**config.mk**
```make
export PLATFORM = sky130hd
export DESIGN_NAME = axi4_lite_cmd_master
export DESIGN_NICKNAME = d
export VERILOG_FILES = /design/src/rtl/axi4_lite_pkg.sv /design/src/rtl/axi4_lite_cmd_master.sv
export SDC_FILE = /design/constraint.sdc
export NUM_CORES = 1
export LEC_CHECK = 0
export ABC_CLOCK_PERIOD_IN_PS = 9000
export CELL_PAD_IN_SITES_DETAIL_PLACEMENT = 0
export CELL_PAD_IN_SITES_GLOBAL_PLACEMENT = 1
export CORE_ASPECT_RATIO = 0.7
export CORE_MARGIN = 2
export CORE_UTILIZATION = 31
export DETAILED_ROUTE_END_ITERATION = 8
export PLACE_DENSITY_LB_ADDON = 0.15
export SYNTH_ARGS = -nofsm -noshare
export SYNTH_HDL_FRONTEND = slang
export SYNTH_SLANG_ARGS = --single-unit
```
**constraint.sdc**
```tcl
create_clock -name aclk -period 9 [get_ports aclk]
set_input_delay 2.7 -clock aclk [delete_from_list [all_inputs] [get_ports aclk]]
set_output_delay 2.7 -clock aclk [all_outputs]
set_load 0.05 [all_outputs]
```
**src/rtl/axi4_lite_pkg.sv**
```systemverilog
// Shared AXI4-Lite types: bus configuration, response codes, and the command/response
// records used by the single-outstanding command master.
package axi4_lite_pkg;

  typedef struct packed {
    int unsigned A;
    int unsigned N;
  } axi4_lite_cfg_t;

  localparam int unsigned AXI4_LITE_A = 16;
  localparam int unsigned AXI4_LITE_N = 4;
  localparam axi4_lite_cfg_t AXI4_LITE_CFG = '{A: AXI4_LITE_A, N: AXI4_LITE_N};

  typedef logic [1:0] axi4_lite_resp_t;

  localparam axi4_lite_resp_t OKAY   = 2'b00;
  localparam axi4_lite_resp_t EXOKAY = 2'b01;
  localparam axi4_lite_resp_t SLVERR = 2'b10;
  localparam axi4_lite_resp_t DECERR = 2'b11;

  typedef struct packed {
    logic                          write;
    logic [AXI4_LITE_CFG.A-1:0]    addr;
    logic [AXI4_LITE_CFG.N*8-1:0]  wdata;
    logic [AXI4_LITE_CFG.N-1:0]    wstrb;
  } axi4_lite_cmd_t;

  typedef struct packed {
    logic                          write;
    logic [AXI4_LITE_CFG.N*8-1:0]  rdata;
    axi4_lite_resp_t               resp;
  } axi4_lite_rsp_t;

endpackage

```
**src/rtl/axi4_lite_cmd_master.sv**
```systemverilog
// Single-outstanding AXI4-Lite master: one valid/ready command in, one AXI4-Lite
// transaction out, one response back. Slave responses are passed through untouched.
module axi4_lite_cmd_master
  import axi4_lite_pkg::*;
#(
  parameter int unsigned A = AXI4_LITE_A,
  parameter int unsigned N = AXI4_LITE_N
) (
  input  logic           aclk,
  input  logic           areset,
  input  logic           cmd_valid,
  output logic           cmd_ready,
  input  logic           cmd_write,
  input  logic [A-1:0]   cmd_addr,
  input  logic [N*8-1:0] cmd_wdata,
  input  logic [N-1:0]   cmd_wstrb,
  output logic           rsp_valid,
  input  logic           rsp_ready,
  output logic           rsp_write,
  output logic [N*8-1:0] rsp_rdata,
  output logic [1:0]     rsp_resp,
  output logic [A-1:0]   awaddr,
  output logic [2:0]     awprot,
  output logic           awvalid,
  input  logic           awready,
  output logic [N*8-1:0] wdata,
  output logic [N-1:0]   wstrb,
  output logic           wvalid,
  input  logic           wready,
  input  logic [1:0]     bresp,
  input  logic           bvalid,
  output logic           bready,
  output logic [A-1:0]   araddr,
  output logic [2:0]     arprot,
  output logic           arvalid,
  input  logic           arready,
  input  logic [N*8-1:0] rdata,
  input  logic [1:0]     rresp,
  input  logic           rvalid,
  output logic           rready
);

  typedef enum logic [2:0] {IDLE, WR, WB, RA, RD, RSP} state_t;

  state_t          state_reg, state_next;
  logic            write_reg;
  logic [A-1:0]    addr_reg;
  logic [N*8-1:0]  wdata_reg;
  logic [N-1:0]    wstrb_reg;
  logic            aw_pend_reg, w_pend_reg;
  logic [N*8-1:0]  rdata_reg;
  axi4_lite_resp_t resp_reg;

  always_ff @(posedge aclk or posedge areset) begin
    if (areset) state_reg <= IDLE;
    else        state_reg <= state_next;
  end

  // AW and W retire independently; leave WR once neither is still pending.
  always_comb begin
    state_next = state_reg;
    cmd_ready  = 1'b0;
    awvalid    = 1'b0;
    wvalid     = 1'b0;
    bready     = 1'b0;
    arvalid    = 1'b0;
    rready     = 1'b0;
    rsp_valid  = 1'b0;
    unique case (state_reg)
      IDLE: begin
        cmd_ready = ~areset;
        if (cmd_valid) state_next = cmd_write ? WR : RA;
      end
      WR: begin
        awvalid = aw_pend_reg;
        wvalid  = w_pend_reg;
        if ((!aw_pend_reg || awready) && (!w_pend_reg || wready)) state_next = WB;
      end
      WB: begin
        bready = 1'b1;
        if (bvalid) state_next = RSP;
      end
      RA: begin
        arvalid = 1'b1;
        if (arready) state_next = RD;
      end
      RD: begin
        rready = 1'b1;
        if (rvalid) state_next = RSP;
      end
      RSP: begin
        rsp_valid = 1'b1;
        if (rsp_ready) state_next = IDLE;
      end
      default: state_next = IDLE;
    endcase
  end

  always_ff @(posedge aclk or posedge areset) begin
    if (areset) begin
      write_reg   <= 1'b0;
      addr_reg    <= '0;
      wdata_reg   <= '0;
      wstrb_reg   <= '0;
      aw_pend_reg <= 1'b0;
      w_pend_reg  <= 1'b0;
      rdata_reg   <= '0;
      resp_reg    <= OKAY;
    end else begin
      unique case (state_reg)
        IDLE: if (cmd_valid) begin
          write_reg   <= cmd_write;
          addr_reg    <= cmd_addr;
          wdata_reg   <= cmd_wdata;
          wstrb_reg   <= cmd_wstrb;
          aw_pend_reg <= cmd_write;
          w_pend_reg  <= cmd_write;
          rdata_reg   <= '0;
          resp_reg    <= OKAY;
        end
        WR: begin
          if (awready) aw_pend_reg <= 1'b0;
          if (wready)  w_pend_reg  <= 1'b0;
        end
        WB: if (bvalid) resp_reg <= bresp;
        RD: if (rvalid) begin
          rdata_reg <= rdata;
          resp_reg  <= rresp;
        end
        default: ;
      endcase
    end
  end

  assign awaddr    = addr_reg;
  assign araddr    = addr_reg;
  assign awprot    = 3'b000;
  assign arprot    = 3'b000;
  assign wdata     = wdata_reg;
  assign wstrb     = wstrb_reg;
  assign rsp_write = write_reg;
  assign rsp_rdata = rdata_reg;
  assign rsp_resp  = resp_reg;

endmodule

```
==> results of run 1 <==
==> power groups by stage <==
stage | combinational (µW) | clock (µW) | sequential (µW)
3_3_place_gp | 1770 | 0 | 736
2_1_floorplan | 611 | 0 | 1370
4_1_cts | 1780 | 452 | 741
5_1_grt | 1840 | 469 | 772
6_report | 1760 | 435 | 738
3_5_place_dp | 1770 | 0 | 747
==> worst min-delay path, delay by kind of cell, from the launching register on <==
family | cells | cell delay [ns]
and+or+nand+nor | 2 | 0.09
DFF | 1 | 0.34
==> through the flow <==
step	std cells	area, µm²	setup WS [ns]	power, µW
CTS	681	6330	2.089	2970
finish	681	6330	2.110	2929
global route	681	6330	2.060	3078
floorplan	332	3951	2.151	1976
global placement	665	5979	2.094	2504
detailed placement	665	5979	2.082	2522
==> metal layers <==
layer  track usage (%)  part of all wire [%]  vias up
li1                  -                     -     1446
met1             19.21                    44     1428
met2             24.94                    45      133
met3             7.847                    11        8
met4             4.196                  0.83        0
met5                 0                     0        -
==> layout by cell type (no fill, tap or decap), types with 3 or more instances in the layout <==
| cell | instances |
|---|---|
| buf_4 | 4 |
| a31oi_1 | 3 |
| clkdlybuf4s50_1 | 207 |
| o21ai_0 | 5 |
| nand2_1 | 67 |
| conb_1 | 6 |
| bufinv_16 | 3 |
| nand3_1 | 32 |
| dfrtp_1 | 92 |
| clkbuf_16 | 9 |
| nor2_1 | 8 |
| mux2_2 | 45 |
| nand2b_1 | 3 |
| mux2_4 | 10 |
==> layout make-up <==
type,count,area [µm²]
Clock buffer,10,239.0
Tap cell,162,202.7
Inverter,4,17.52
Clock inverter,6,111.4
Sequential cell,92,2302
Fill cell,1156,6092
Multi-Input combinational cell,196,1355
Timing Repair Buffer,211,2102
==> worst min-delay path by stage <==
| stage | start | to | slack [ns] | cells past startpoint |
|---|---|---|---|---|
| after floorplan | aw_pend_reg | aw_pend_reg | 0.46 | 2 |
| after global placement | rsp_rdata[25] | rsp_rdata[25] | 0.45 | 2 |
| after detailed placement | rsp_rdata[24] | rsp_rdata[24] | 0.46 | 2 |
| after CTS | rsp_rdata[25] | rsp_rdata[25] | 0.47 | 2 |
| after global routing | rsp_rdata[29] | rsp_rdata[29] | 0.49 | 2 |
| final | rsp_rdata[1] | rsp_rdata[1] | 0.47 | 2 |
==> cell families after synthesis <==
logic type / synth area share (%)
multiplexers: 17.53
flip-flops: 58.54
other: 0.09536
buffers and inverters: 7.795
AO/OA/AOI/OAI: 2.354
AND/OR/NAND/NOR: 13.68
==> results.toml, run 1 <==
[timing]
whs_ns = 0.4658
clock_skew_ns = 0.007679
max-slew-margin-rel_pct = 25.56
final-hold-violation-count = 0
finalCritPeriodShare_pct = 76.56
setup_total_negative_slack_ns = 0
fmax_ghz = 0.1451
drv_slew = 0
tightest_slew_ns = 1.117
finalSetupViolCount = 0
finalCriticalPeriod_ns = 6.890
rsz0062_at_grt = "false"

[clock_tree]
htreeDepth = 3
clockBufferDepth = 2
cts_root_buf = "clkbuf_16"
clk_latency_ns = 0.33
cts_resized = 0
tritoncts = "yes"
cts_sinks = 92
clk_pin_slew_ns = 0.06
post_cts_buffers = 0
cts_made_buffers = 9
hold_buffers = 0

[critical_path]
reg2reg_depth = 4
endpoint = "cmd_ready"
rr_startpoint = "state_reg[2]"
crit_buf_inv = 2
cp_slowest_cell = "clkdlybuf4s50_1"
critical_path_class = "in2out"
crit_path_max_fanout = 2
crit_required_ns = 6.30
crit_path_start = "areset"
regToRegEndpoint = "rsp_rdata[11]"
worst_ep_arrival_time_ns = 4.19
path_delay_family = "buffers and inverters"
cpPeakStageDelay_ns = 0.85
path_cells = "clkdlybuf4s50_1 > nor4_1 > clkdlybuf4s50_1"
crit_path_end_kind = "primary output"
crit_top_cell = "clkdlybuf4s50_1"
rrSetupSlack_ns = 6.80
critical_path_cell_count = 3
critPathLaunchType = "input port"

[synthesis]
synthCells = 327
synth_top_area_cell = "dfrtp_1"
synth_edf_count = 0
synth_top_area_share_pct = 58.54
ys_ff_latch = 92
yosys-top-cells-area = "dfrtp_1 (59%), mux2_2 (13%), nand2_1 (6.4%), buf_4 (4.4%), nand3_1 (4.1%)"
ys_seq_area_share_pct = 58.54
ys_top_cells_by_count = "dfrtp_1 (92), nand2_1 (67), mux2_2 (45)"
synth_area_per_cell_um2 = 12.03
async_flop_share_pct = 100.0
synth_most_common_cell = "dfrtp_1"
synth_warnings = 0
syn_area_um2 = 3933
ys_types = 29
synth_ff_type = "dfrtp_1"

[pwr]
p_int_uw = 1505
p_per_area_nw_per_um2 = 462.8
power.switching_uw = 1425
p_leak_uw = 0.002776
clkPwrFrac_pct = 14.9
combPwrFrac_pct = 59.9
p_seq_share_pct = 25.2
sw_frac_of_total_pct = 48.63
worst_ir_drop_vdd_v = 0.0002812

[routing]
first_pass_iters = 4
viasPerCell = 4.427
first_iter_violations = 71
drc = 0
vias = 3015
final_antenna_net_count = 0
avgRoutedWirePerCell_um = 15.19
routed_wl_um = 10350

[floorplan]
core_um2 = 12420
fp.dieW_um = 138.6
rows = 34
dieArea_um2 = 13620
start_util_pct = 31.66
die_h_um = 98.24
ios = 214

[final_layout]
syn2layout_area_growth_pct = 60.96
diodes = 0
final_core_util_pct = 50.96
drive_gt1_share_pct = 15.61
nets = 612

[global_routing]
first_global_vias = 3193
grt_pass1_wl_um = 16990
grt_max_degree = 67
antenna_found_initial = 0
grt.overflow.total = 0
grtUsageTotal_pct = 15.72

[place]
gp_congestion = 0.6963
portBuffers = 207
dpl.hpwl_um = 7288

[run]
cap_violations = 0

[run_status]
status = "completed"

[hold_path]
hold_class = "reg2reg"
Note: power is estimated with default switching activity, not from simulation.
==> run 2: changes to the inputs <==
--- a/config.mk
+++ b/config.mk
@@ -5,12 +5,12 @@
 export SDC_FILE = /design/constraint.sdc
 export NUM_CORES = 1
 export LEC_CHECK = 0
-export ABC_CLOCK_PERIOD_IN_PS = 9000
+export ABC_CLOCK_PERIOD_IN_PS = 6750
 export CELL_PAD_IN_SITES_DETAIL_PLACEMENT = 0
 export CELL_PAD_IN_SITES_GLOBAL_PLACEMENT = 1
 export CORE_ASPECT_RATIO = 0.7
 export CORE_MARGIN = 2
-export CORE_UTILIZATION = 31
+export CORE_UTILIZATION = 29
 export DETAILED_ROUTE_END_ITERATION = 8
 export PLACE_DENSITY_LB_ADDON = 0.15
 export SYNTH_ARGS = -nofsm -noshare
==> constraint.sdc (replaced) <==
create_clock -name aclk -period 6.75 [get_ports aclk]
set_input_delay 2.025 -clock aclk [delete_from_list [all_inputs] [get_ports aclk]]
set_output_delay 2.025 -clock aclk [all_outputs]
set_load 0.05 [all_outputs]
==> run 2 against run 1 <==
- non-clock buffer count stayed put
- via count rose by 0.76%
- flip-flop and latch count did not move
- register-to-register slack lost 2.2 ns
- sequential power increased by 34%
- global-route usage fell by 1.5 points
- critical path type unchanged
- total power up 30%
- highest routed layer unchanged
- cell count grew 3.4%
- clock skew is 0.0026 ns higher
- worst hold slack about the same
- utilization down 3.3 points
==> results.toml, run 2 (synthesis gave the netlist of run 1 again) <==
[floorplan]
core_um2 = 13180
start_util_pct = 29.83
die_h_um = 101.4
rows = 35
ios = 214
dieArea_um2 = 14520
fp.dieW_um = 143.2

[critical_path]
crit_buf_inv = 2
crit_path_max_fanout = 2
path_cells = "clkdlybuf4s50_1 > nor4_1 > clkdlybuf4s50_1"
cp_slowest_cell = "clkdlybuf4s50_1"
worst_ep_arrival_time_ns = 3.56
crit_required_ns = 4.72
crit_path_end_kind = "primary output"
cpPeakStageDelay_ns = 0.85
critPathLaunchType = "input port"
crit_top_cell = "clkdlybuf4s50_1"
path_delay_family = "buffers and inverters"
critical_path_class = "in2out"
rrSetupSlack_ns = 4.62

[place]
gp_congestion = 0.7539
portBuffers = 207
dpl.hpwl_um = 7340
dpl_cell_area_um2 = 6008

[routing]
final_antenna_net_count = 0
avgRoutedWirePerCell_um = 14.81
first_iter_violations = 84
routed_wl_um = 10430
first_pass_iters = 4
viasPerCell = 4.315
vias = 3038
drc = 0

[final_layout]
final_cell_mix = "clkdlybuf4s50_1 (207), dfrtp_1 (92), nand2_1 (67)"
finalInstanceArea_um2 = 6287
syn2layout_area_growth_pct = 59.88
nets = 612
final_common_cell = "clkdlybuf4s50_1"
drive_gt1_share_pct = 15.41
multi_input_area_um2 = 1355
filler_cell_count = 1205
diodes = 0
final_core_util_pct = 47.70
seqCellArea_um2 = 2302

[timing]
rsz0062_at_grt = "false"
clock_skew_ns = 0.01029
setup_total_negative_slack_ns = 0
max-slew-margin-rel_pct = 24.48
whs_ns = 0.4657
finalCritPeriodShare_pct = 82.74
final-hold-violation-count = 0
tightest_slew_ns = 1.133
drv_slew = 0
fmax_ghz = 0.1791
finalCriticalPeriod_ns = 5.585
finalSetupViolCount = 0

[clock_tree]
cts_sinks = 92
cts_resized = 0
clk_latency_ns = 0.34
tritoncts = "yes"
cts_made_buffers = 9
post_cts_buffers = 0
cts_root_buf = "clkbuf_16"
htreeDepth = 3
hold_buffers = 0
clockBufferDepth = 2
clk_pin_slew_ns = 0.06

[global_routing]
antenna_found_initial = 0
first_global_vias = 3019
grt_pass1_wl_um = 16140
grt.overflow.total = 0
grt_max_degree = 54
grtUsageTotal_pct = 14.25

[run]
cap_violations = 0

[pwr]
p_leak_uw = 0.002735
p_per_area_nw_per_um2 = 604.5
worst_ir_drop_vdd_v = 0.0003110
total_power_uw = 3800

[hold_path]
hold_class = "reg2reg"

[run_status]
status = "completed"
==> run 2: cell count changes in the layout (fill, tap and decap cells not counted), sizes merged <==
cell      change
clkinvlp      +2
bufinv        -3
clkbuf        +1
inv           +1
clkinv        -1
==> run 2: worst reg2reg max path, stage by stage (launching register included) <==
cell     delay, ns
dfrtp_1       0.54
mux2i_1       0.37
or3_1         0.91
nand2_1       0.16
nand2_1       0.10
==> run 2: through the flow <==
| step | std cells | setup WS [ns] |
|---|---|---|
| after floorplan | 332 | 1.251 |
| after global placement | 688 | 1.188 |
| after detailed placement | 688 | 1.176 |
| after CTS | 704 | 1.164 |
| after global routing | 704 | 1.097 |
| final | 704 | 1.165 |
==> run 2: where the power goes <==
| group | switching, µW | leakage [µW] | internal (µW) |
|---|---|---|---|
| logic | 1520 | 0.00145 | 823 |
| clock network | 216 | 0.000128 | 261 |
| registers | 174 | 0.00115 | 812 |
==> run 2: path summary, 6_finish.rpt <==
kind / startpoint / end / cells after the start
max: areset / cmd_ready / 3
min: rsp_rdata[30] / rsp_rdata[30] / 2
max reg2reg: state_reg[2] / rsp_rdata[6] / 4
min reg2reg: rsp_rdata[30] / rsp_rdata[30] / 2
max in group asynchronous: areset / state_reg[2] / 3
min in group asynchronous: areset / rsp_rdata[26] / 2
==> run 2: routing by layer <==
metal / GRT usage [%] / part of all wire, % / up-vias
met5: 0 / 0 / -
met4: 4.798 / 1.3 / 0
met3: 4.965 / 6.9 / 9
met2: 21.46 / 45 / 102
met1: 19.25 / 46 / 1483
li1: - / - / 1444
==> run 2: final cells by class <==
class	count	share of cell area, %
timing repair buffer	211	33.43
tap	185	3.682
clock buffer	11	3.861
inverter	4	0.2786
clock inverter	5	0.5771
multi-input combinational	196	21.55
sequential	92	36.62
==> run 3: changes to the inputs <==
--- a/config.mk
+++ b/config.mk
@@ -5,7 +5,7 @@
 export SDC_FILE = /design/constraint.sdc
 export NUM_CORES = 1
 export LEC_CHECK = 0
-export ABC_CLOCK_PERIOD_IN_PS = 6750
+export ABC_CLOCK_PERIOD_IN_PS = 5150
 export CELL_PAD_IN_SITES_DETAIL_PLACEMENT = 0
 export CELL_PAD_IN_SITES_GLOBAL_PLACEMENT = 1
 export CORE_ASPECT_RATIO = 0.7
==> constraint.sdc (replaced) <==
create_clock -name aclk -period 5.15 [get_ports aclk]
set_input_delay 1.545 -clock aclk [delete_from_list [all_inputs] [get_ports aclk]]
set_output_delay 1.545 -clock aclk [all_outputs]
set_load 0.05 [all_outputs]
==> run 3 against run 2 <==
- register-to-register slack lost 1.6 ns
- clock skew shrank 0.0026 ns
- sequential power rose by 32%
- design area is essentially flat
- first-iteration DRC count grew 23%
- combinational power increased by 31%
- global-route usage about the same
- worst setup slack lost 0.68 ns
- sequential share of layout area about the same
- worst hold slack lost 0.0010 ns
- flip-flop and latch count is the same
- critical path type unchanged
- critical endpoint unchanged
==> results.toml, run 3 (synthesis gave the netlist of run 1 again) <==
[pwr]
combPwrFrac_pct = 61.6
p_per_area_nw_per_um2 = 791.6
p_leak_uw = 0.002739
p_int_uw = 2471
worst_ir_drop_vdd_v = 0.0004666
p_seq_share_pct = 26.0
total_power_uw = 4975
sw_frac_of_total_pct = 50.33
power.switching_uw = 2504
clkPwrFrac_pct = 12.4

[timing]
final-hold-violation-count = 0
finalCritPeriodShare_pct = 90.54
clock_skew_ns = 0.007685
max-slew-margin-rel_pct = 24.30
tightest_slew_ns = 1.135
drv_slew = 0
fmax_ghz = 0.2145
finalSetupViolCount = 0
finalCriticalPeriod_ns = 4.663
rsz0062_at_grt = "false"
setup_total_negative_slack_ns = 0

[critical_path]
crit_path_end_kind = "primary output"
rrSetupSlack_ns = 2.98
critPathLaunchType = "input port"
crit_required_ns = 3.61
critical_path_class = "in2out"
path_cells = "clkdlybuf4s50_1 > nor4_1 > clkdlybuf4s50_1"
worst_ep_arrival_time_ns = 3.12
cpPeakStageDelay_ns = 0.86
cp_slowest_cell = "clkdlybuf4s50_1"
crit_buf_inv = 2
crit_top_cell = "clkdlybuf4s50_1"
crit_path_max_fanout = 2
path_delay_family = "buffers and inverters"

[place]
gp_congestion = 0.7753
portBuffers = 207
dp_cells = 688
dpl.hpwl_um = 7413

[final_layout]
syn2layout_area_growth_pct = 59.82
diodes = 0
final_cell_count_no_fill = 704
final_cell_mix = "clkdlybuf4s50_1 (207), dfrtp_1 (92), nand2_1 (67)"
drive_gt1_share_pct = 15.61
nets = 612
final_common_cell = "clkdlybuf4s50_1"

[routing]
avgRoutedWirePerCell_um = 15.00
first_iter_violations = 103
viasPerCell = 4.322
first_pass_iters = 4
routed_wl_um = 10560
final_antenna_net_count = 0
vias = 3043
drc = 0

[clock_tree]
post_cts_buffers = 0
cts_root_buf = "clkbuf_16"
htreeDepth = 3
clk_latency_ns = 0.33
cts_resized = 0
hold_buffers = 0
tritoncts = "yes"
clk_pin_slew_ns = 0.07
cts_made_buffers = 9
clockBufferDepth = 2
cts_sinks = 92

[global_routing]
grt_pass1_wl_um = 16090
grt.overflow.total = 0
grt_max_degree = 85
first_global_vias = 3011
grtUsageTotal_pct = 14.24
antenna_found_initial = 0

[floorplan]
dieArea_um2 = 14520
die_h_um = 101.4
fp.dieW_um = 143.2
core_um2 = 13180
rows = 35
ios = 214
start_util_pct = 29.83

[run]
cap_violations = 0

[hold_path]
hold_class = "reg2reg"

[run_status]
status = "completed"
## run 3: cell types whose count changed in the layout (fill, tap and decap cells not counted), sizes merged
| cell | before | now |
|---|---|---|
| clkinvlp | 3 | 2 |
| clkbuf | 11 | 9 |
| clkinv | 1 | 4 |
## run 3: power by group through the flow
| stage | registers (µW) | logic [µW] | clock network [µW] |
|---|---|---|---|
| 5_1_grt | 1350 | 3200 | 671 |
| 4_1_cts | 1300 | 3090 | 645 |
| 2_1_floorplan | 2390 | 1070 | 0 |
| 3_3_place_gp | 1290 | 3080 | 0 |
| 3_5_place_dp | 1310 | 3090 | 0 |
| 6_report | 1300 | 3060 | 615 |
## run 3: final cells by class
type	instances	area, µm²
fillers	1198	6897
inverters	4	17.52
clock buffers	9	225.2
flip-flops and latches	92	2302
multi-input cells	196	1355
repair buffers	211	2102
well taps	185	231.5
clock inverters	7	51.30
## run 3: routing by layer
layer  vias up  track usage, %  routed length (µm)
met1      1484           18.40                4670
met4         0           4.189                 130
li1       1442               -                   -
met3        11           5.059                 803
met5         -               0                   0
met2       106           22.71                4959
## run 3: path summary, 6_finish.rpt
check / to / depth (start not counted) / from
min reg2reg: rsp_rdata[5] / 2 / rsp_rdata[5]
min: rsp_rdata[5] / 2 / rsp_rdata[5]
min in group asynchronous: rsp_rdata[26] / 2 / areset
max: cmd_ready / 3 / areset
max in group asynchronous: wdata[18] / 3 / areset
max reg2reg: rsp_rdata[6] / 4 / state_reg[2]
## run 3: worst register-to-register path, cell delays in order (launching register included)
cell     delay [ns]
dfrtp_1        0.56
mux2i_1        0.37
or3_1          0.92
nand2_1        0.16
nand2_1        0.10
## run 3: metrics by stage
step | setup WS, ns | hold slack (ns) | cell area [µm²] | utilization (%)
detailed placement | 0.5109 | 0.4552 | 6008 | 45.58
floorplan | 0.6112 | 0.4617 | 3951 | -
finish | 0.4870 | 0.4646 | 6285 | 47.68
CTS | 0.4987 | 0.4708 | 6285 | 47.68
global placement | 0.5568 | 0.4482 | 6008 | 45.58
global route | 0.4591 | 0.4864 | 6285 | 47.68
